===== config.mk =====
export PLATFORM = sky130hd
export DESIGN_NAME = reg_file_sb
export DESIGN_NICKNAME = d
export VERILOG_FILES = /design/src/rtl/reg_file_sb.sv
export SDC_FILE = /design/constraint.sdc
export NUM_CORES = 2
export LEC_CHECK = 0
export CAP_MARGIN = 20
export CORE_UTILIZATION = 56
export DETAILED_ROUTE_END_ITERATION = 12
export PLACE_DENSITY = 0.73
export SLEW_MARGIN = 20
export SYNTH_ARGS = -nofsm -noshare
export SYNTH_HDL_FRONTEND = slang
export SYNTH_SLANG_ARGS = --single-unit

===== constraint.sdc =====
create_clock -name CLK -period 6.22 [get_ports CLK]
set_clock_uncertainty 0.2 [all_clocks]
set_input_delay 0.622 -clock CLK [delete_from_list [all_inputs] [get_ports CLK]]
set_output_delay 0.622 -clock CLK [all_outputs]
set_load 0.01 [all_outputs]

===== src/rtl/reg_file_sb.sv =====
// ============================================================================
// Module   : reg_file_sb
// Purpose  : 2R/1W register file with a per-register pending-write scoreboard.
//            Optional write-to-read bypass enabled by macro REGFILE_BYPASS_EN.
// Revision : 1.0  initial release
// ============================================================================
`default_nettype none

module reg_file_sb #(
  parameter int DATA_WIDTH = 32,
  parameter int ADDR_WIDTH = 5,
  parameter int CNT_WIDTH  = 2,
  parameter int ZERO_REG   = 1
) (
  input  logic                  CLK,
  input  logic                  RST,
  input  logic [ADDR_WIDTH-1:0] A1,
  input  logic [ADDR_WIDTH-1:0] A2,
  output logic [DATA_WIDTH-1:0] RD1,
  output logic [DATA_WIDTH-1:0] RD2,
  output logic                  BUSY1,
  output logic                  BUSY2,
  input  logic                  WE3,
  input  logic [ADDR_WIDTH-1:0] A3,
  input  logic [DATA_WIDTH-1:0] WD3,
  input  logic                  ISS_VALID,
  input  logic [ADDR_WIDTH-1:0] ISS_DEST,
  output logic                  ISS_RDY,
  input  logic                  FLUSH,
  output logic                  WB_ERR
);

  localparam int                   c_DEPTH   = 2 ** ADDR_WIDTH;
  localparam logic                 c_ZERO    = (ZERO_REG != 0);
  localparam logic [CNT_WIDTH-1:0] c_CNT_MAX = '1;
  localparam logic [CNT_WIDTH-1:0] c_CNT_ONE = CNT_WIDTH'(1);

  logic [DATA_WIDTH-1:0] r_mem [c_DEPTH];
  logic [CNT_WIDTH-1:0]  r_cnt [c_DEPTH];
  logic                  r_wb_err;

  logic                  w_iss_acc;
  logic                  w_iss_inc;
  logic                  w_wb_en;
  logic                  w_wb_err;
  logic [c_DEPTH-1:0]    w_inc_vec;
  logic [c_DEPTH-1:0]    w_dec_vec;

  // Register 0 never takes data or reservations when it is hardwired.
  assign ISS_RDY   = !RST || !(FLUSH || (r_cnt[ISS_DEST] == c_CNT_MAX));
  assign w_iss_acc = ISS_VALID && ISS_RDY && !FLUSH;
  assign w_iss_inc = w_iss_acc && !(c_ZERO && (ISS_DEST == '0));
  assign w_wb_en   = WE3 && !(c_ZERO && (A3 == '0));
  assign w_wb_err  = w_wb_en && !FLUSH && (r_cnt[A3] == '0);

  always_comb begin
    w_inc_vec = '0;
    w_dec_vec = '0;
    if (w_iss_inc) w_inc_vec[ISS_DEST] = 1'b1;
    if (w_wb_en)   w_dec_vec[A3]       = 1'b1;
  end

  always_ff @(posedge CLK or negedge RST) begin
    if (!RST) begin
      for (int i = 0; i < c_DEPTH; i++) r_mem[i] <= '0;
    end else if (w_wb_en) begin
      r_mem[A3] <= WD3;
    end
  end

  // An issue and a writeback to the same register cancel out.
  always_ff @(posedge CLK or negedge RST) begin
    if (!RST) begin
      for (int i = 0; i < c_DEPTH; i++) r_cnt[i] <= '0;
    end else if (FLUSH) begin
      for (int i = 0; i < c_DEPTH; i++) r_cnt[i] <= '0;
    end else begin
      for (int i = 0; i < c_DEPTH; i++) begin
        if (w_inc_vec[i] && !w_dec_vec[i])
          r_cnt[i] <= r_cnt[i] + c_CNT_ONE;
        else if (!w_inc_vec[i] && w_dec_vec[i] && (r_cnt[i] != '0))
          r_cnt[i] <= r_cnt[i] - c_CNT_ONE;
      end
    end
  end

  always_ff @(posedge CLK or negedge RST) begin
    if (!RST)
      r_wb_err <= 1'b0;
    else if (w_wb_err)
      r_wb_err <= 1'b1;
  end

  assign WB_ERR = r_wb_err;

  always_comb begin
    RD1   = r_mem[A1];
    RD2   = r_mem[A2];
    BUSY1 = (r_cnt[A1] != '0);
    BUSY2 = (r_cnt[A2] != '0);
`ifdef REGFILE_BYPASS_EN
    // Forward the in-flight writeback; its last reservation retires now.
    if (w_wb_en && (A3 == A1)) begin
      RD1 = WD3;
      if ((r_cnt[A1] == c_CNT_ONE) && !w_inc_vec[A3]) BUSY1 = 1'b0;
    end
    if (w_wb_en && (A3 == A2)) begin
      RD2 = WD3;
      if ((r_cnt[A2] == c_CNT_ONE) && !w_inc_vec[A3]) BUSY2 = 1'b0;
    end
`else
    // Read path sees only state, so writebacks appear one cycle later.
`endif
    if (c_ZERO && (A1 == '0)) begin
      RD1   = '0;
      BUSY1 = 1'b0;
    end
    if (c_ZERO && (A2 == '0)) begin
      RD2   = '0;
      BUSY2 = 1'b0;
    end
    if (!RST) begin
      RD1   = '0;
      RD2   = '0;
      BUSY1 = 1'b0;
      BUSY2 = 1'b0;
    end
  end

endmodule

`default_nettype wire


==> impl_metrics.yaml <==
min_path:
  hold_path_depth: 0
  hold_class: "flop to flop"
synth:
  ys_seq_area_share_pct: 45.8
  avgSynthCellArea_sq_um: 14.9
  syn-num-nets: 4056
  netlist_area_sq_um: 59500
  synthFlopType: "dfrtp_1"
  yosys_warnings: 0
  syn_inst: 3999
  synthArstFlopShare_pct: 100
  netlist-cell-type-count: 67
  synth_seq_cells: 1089
  synth_edf_count: 0
route:
  drt-initial-drc-count: 3874
  wirelength_microns: 165000
  first_pass_iters: 6
  route.detailed.drc: 0
  ant_nets: 0
  routed_via_density: 6.97
  wl_per_cell_microns: 30.8
  dr_total_vias: 37500
worst_setup_path:
  cp-end-kind: "output port"
  crit_top_cell: "mux4_2"
  critPathMaxFanout: 67
  cp.arrival_ps: 3890
  crit_family: "buffers and inverters"
  critPathRequiredTime_ps: 5400
  cp_slowest_cell: "buf_8"
  reg2regPathDepth: 7
  cp_num_buf_inv: 3
  setup.worst_path.start_class: "input port"
  cp.depth: 7
  crit_type: "input port to output port"
  crit_chain: "buf_8 > buf_4 > mux4_2 > mux4_2 > mux2i_1 > nor2_1 > clkdlybuf4s50_1"
  critPathMaxStageDelay_ps: 580
pwr:
  pwr-share-comb_pct: 19.9
  total_power_mw: 20.7
  p_sw_mw: 5.34
  p_leak_nw: 27.9
  power_frac_clock_pct: 35.3
  swShare_pct: 25.8
  worst_ir_drop_vdd_v: 0.000223
  internal_power_mw: 15.3
  seq_power_share_pct: 44.8
  powerDensity_nw_per_um2: 313
die:
  core_area_sq_um: 105000
  io_pins: 125
  initial_core_util_pct: 56.5
  fp.dieW_microns: 328
  std_cell_rows: 119
  die_area_sq_um: 108000
  die_h_microns: 328
grt:
  grt_pass1_wl_microns: 252000
  grt.overflow.total: 0
  grt_pass1_vias: 38700
  grtUsageTotal_pct: 31.6
  grt_antenna_before_repair: 5
  grt_max_degree: 162
sta:
  setup_viol: 0
  finalSetupTns_ps: 0
  timing.final.crit_share_pct: 75.8
  rsz0062_at_grt: "no"
  maxSlewHeadroom_pct: 19.9
  hold_viol: 0
  worstMarginPinSlew_ps: 1200
  clock.fmax_mhz: 212
  finalCriticalPeriod_ps: 4720
  hold_ws_ps: 192
  finalMaxSlewViolations: 0
clock_tree:
  path_clk_slew_ps: 50
  cts_made_buffers: 114
  cts.sinks: 1089
  cts_root_buf: "clkbuf_16"
  cts_tree: "yes"
  cts.htree.levels: 3
  clock_tree.buffer_depth: 3
  post_cts_resized: 0
  clk_latency_ps: 730
placed_design:
  dpl_cell_area_sq_um: 61900
  dp_hpwl_microns: 94700
  io_buffers: 124
  routabilityCongestion: 0.950
run_status:
  outcome: "complete, no violations"
cells_and_area:
  area_delta_synth_final_pct: 10.8
  layout-drive-gt1-share_pct: 48.9
  final_net_count: 3944
  final_area_sq_um: 65900
flow_run:
  cap_viol_max_count: 0
Yosys cell counts, types with 7 or more instances:
cell	instances	area, sq um
a211oi_1	38	285
a21oi_1	32	160
a31oi_1	7	43.8
and3_1	8	50.1
buf_1	69	259
buf_2	11	55.1
buf_6	7	78.8
clkbuf_1	350	1310
dfrtp_1	1089	27300
inv_1	29	109
mux2_2	929	10500
mux2i_1	105	1050
mux4_2	661	14900
nand2_1	234	878
nand2b_1	10	62.6
nand3_1	33	165
nor2_1	141	529
nor3_1	54	270
o2111a_1	10	113
o21a_1	17	128
o21ai_0	14	70.1
o21bai_1	9	67.6
or3_1	7	43.8
power groups by stage:
stage          combinational, mW  sequential (mW)  clock, mW
2_1_floorplan               3.17             9.02          0
3_3_place_gp                4.01             9.23          0
3_5_place_dp                4.11             9.34          0
4_1_cts                     4.13             9.22       7.39
5_1_grt                     4.38             9.42       7.67
6_report                    4.10             9.26       7.29
worst reg2reg max path, delay by kind of cell (launching register included):
family	cells	cell delay, ps
compound gates	3	730
mux	1	510
buf+inv	1	350
simple gates	2	1060
flops	1	510
layer usage:
layer  vias to the layer above  share of wire [%]  track usage (%)
li1                      15200                  -                -
met1                     20200                 41             45.5
met2                      1703                 47             48.0
met3                       390                8.5             6.44
met4                         4                4.0             12.0
met5                         -              0.020                0
registers in the layout (all words and copies together) (netlist names):
name,count
WB_ERR,1
r_cnt,64
r_mem,1024
through the flow:
stage               utilization [%]  setup slack [ps]  instances
floorplan                         -              2510       3999
finish                         62.6              1500       5374
global route                   62.6              1360       5374
CTS                            62.6              1510       5371
global placement               58.8              1450       5159
detailed placement             58.8              1430       5159
kinds of logic (layout without fill, tap and decap cells):
family | count (synthesis) | count (layout) | share of synthesized area, %
compound gates | 193 | 193 | 2.39
xor+xnor | 5 | 5 | 0.0736
buf+inv | 468 | 451 | 3.08
flops | 1089 | 1089 | 45.8
mux | 1695 | 1695 | 44.4
other cells | 0 | 1 | 0
simple gates | 549 | 549 | 4.27
worst paths after layout:
kind / from / end / slack [ps]
max: A1[0] / RD1[27] / 1500
min: r_mem[1012]$_DFFE_PN0P_ / r_mem[1012]$_DFFE_PN0P_ / 190
max reg2reg: r_cnt[55]$_DFFE_PN0P_ / r_cnt[1]$_DFFE_PN0P_ / 2780
min reg2reg: r_mem[1012]$_DFFE_PN0P_ / r_mem[1012]$_DFFE_PN0P_ / 190
max in group asynchronous: RST / r_mem[838]$_DFFE_PN0P_ / 2790
min in group asynchronous: RST / r_mem[885]$_DFFE_PN0P_ / 240
cell usage in the layout, fill, tap and decap left out, types with 18 or more instances in the layout:
cell,count
mux2_2,929
nor3_1,54
inv_1,29
mux4_2,661
nand3_1,27
dfrtp_1,1089
clkbuf_1,22
nand2_1,223
a21oi_1,32
clkdlybuf4s50_1,108
clkinv_2,18
clkbuf_16,116
buf_4,70
a211oi_1,38
mux2i_1,105
clkbuf_8,33
nor2_1,127
cell type report:
cell class | count | area (sq um)
timing repair buffer | 211 | 2110
clock inverter | 40 | 586
fill | 7631 | 39300
clock buffer | 171 | 3440
tap | 1391 | 1740
sequential | 1089 | 27300
multi-input combinational | 2442 | 30700
inverter | 29 | 109
antenna | 1 | 2.50
what timing repair did:
action,4_1_cts,5_1_grt
hold endpoints to repair,40,0
setup buffers,0,0
hold buffers,1,0
Power figures use the tool's default switching activity.
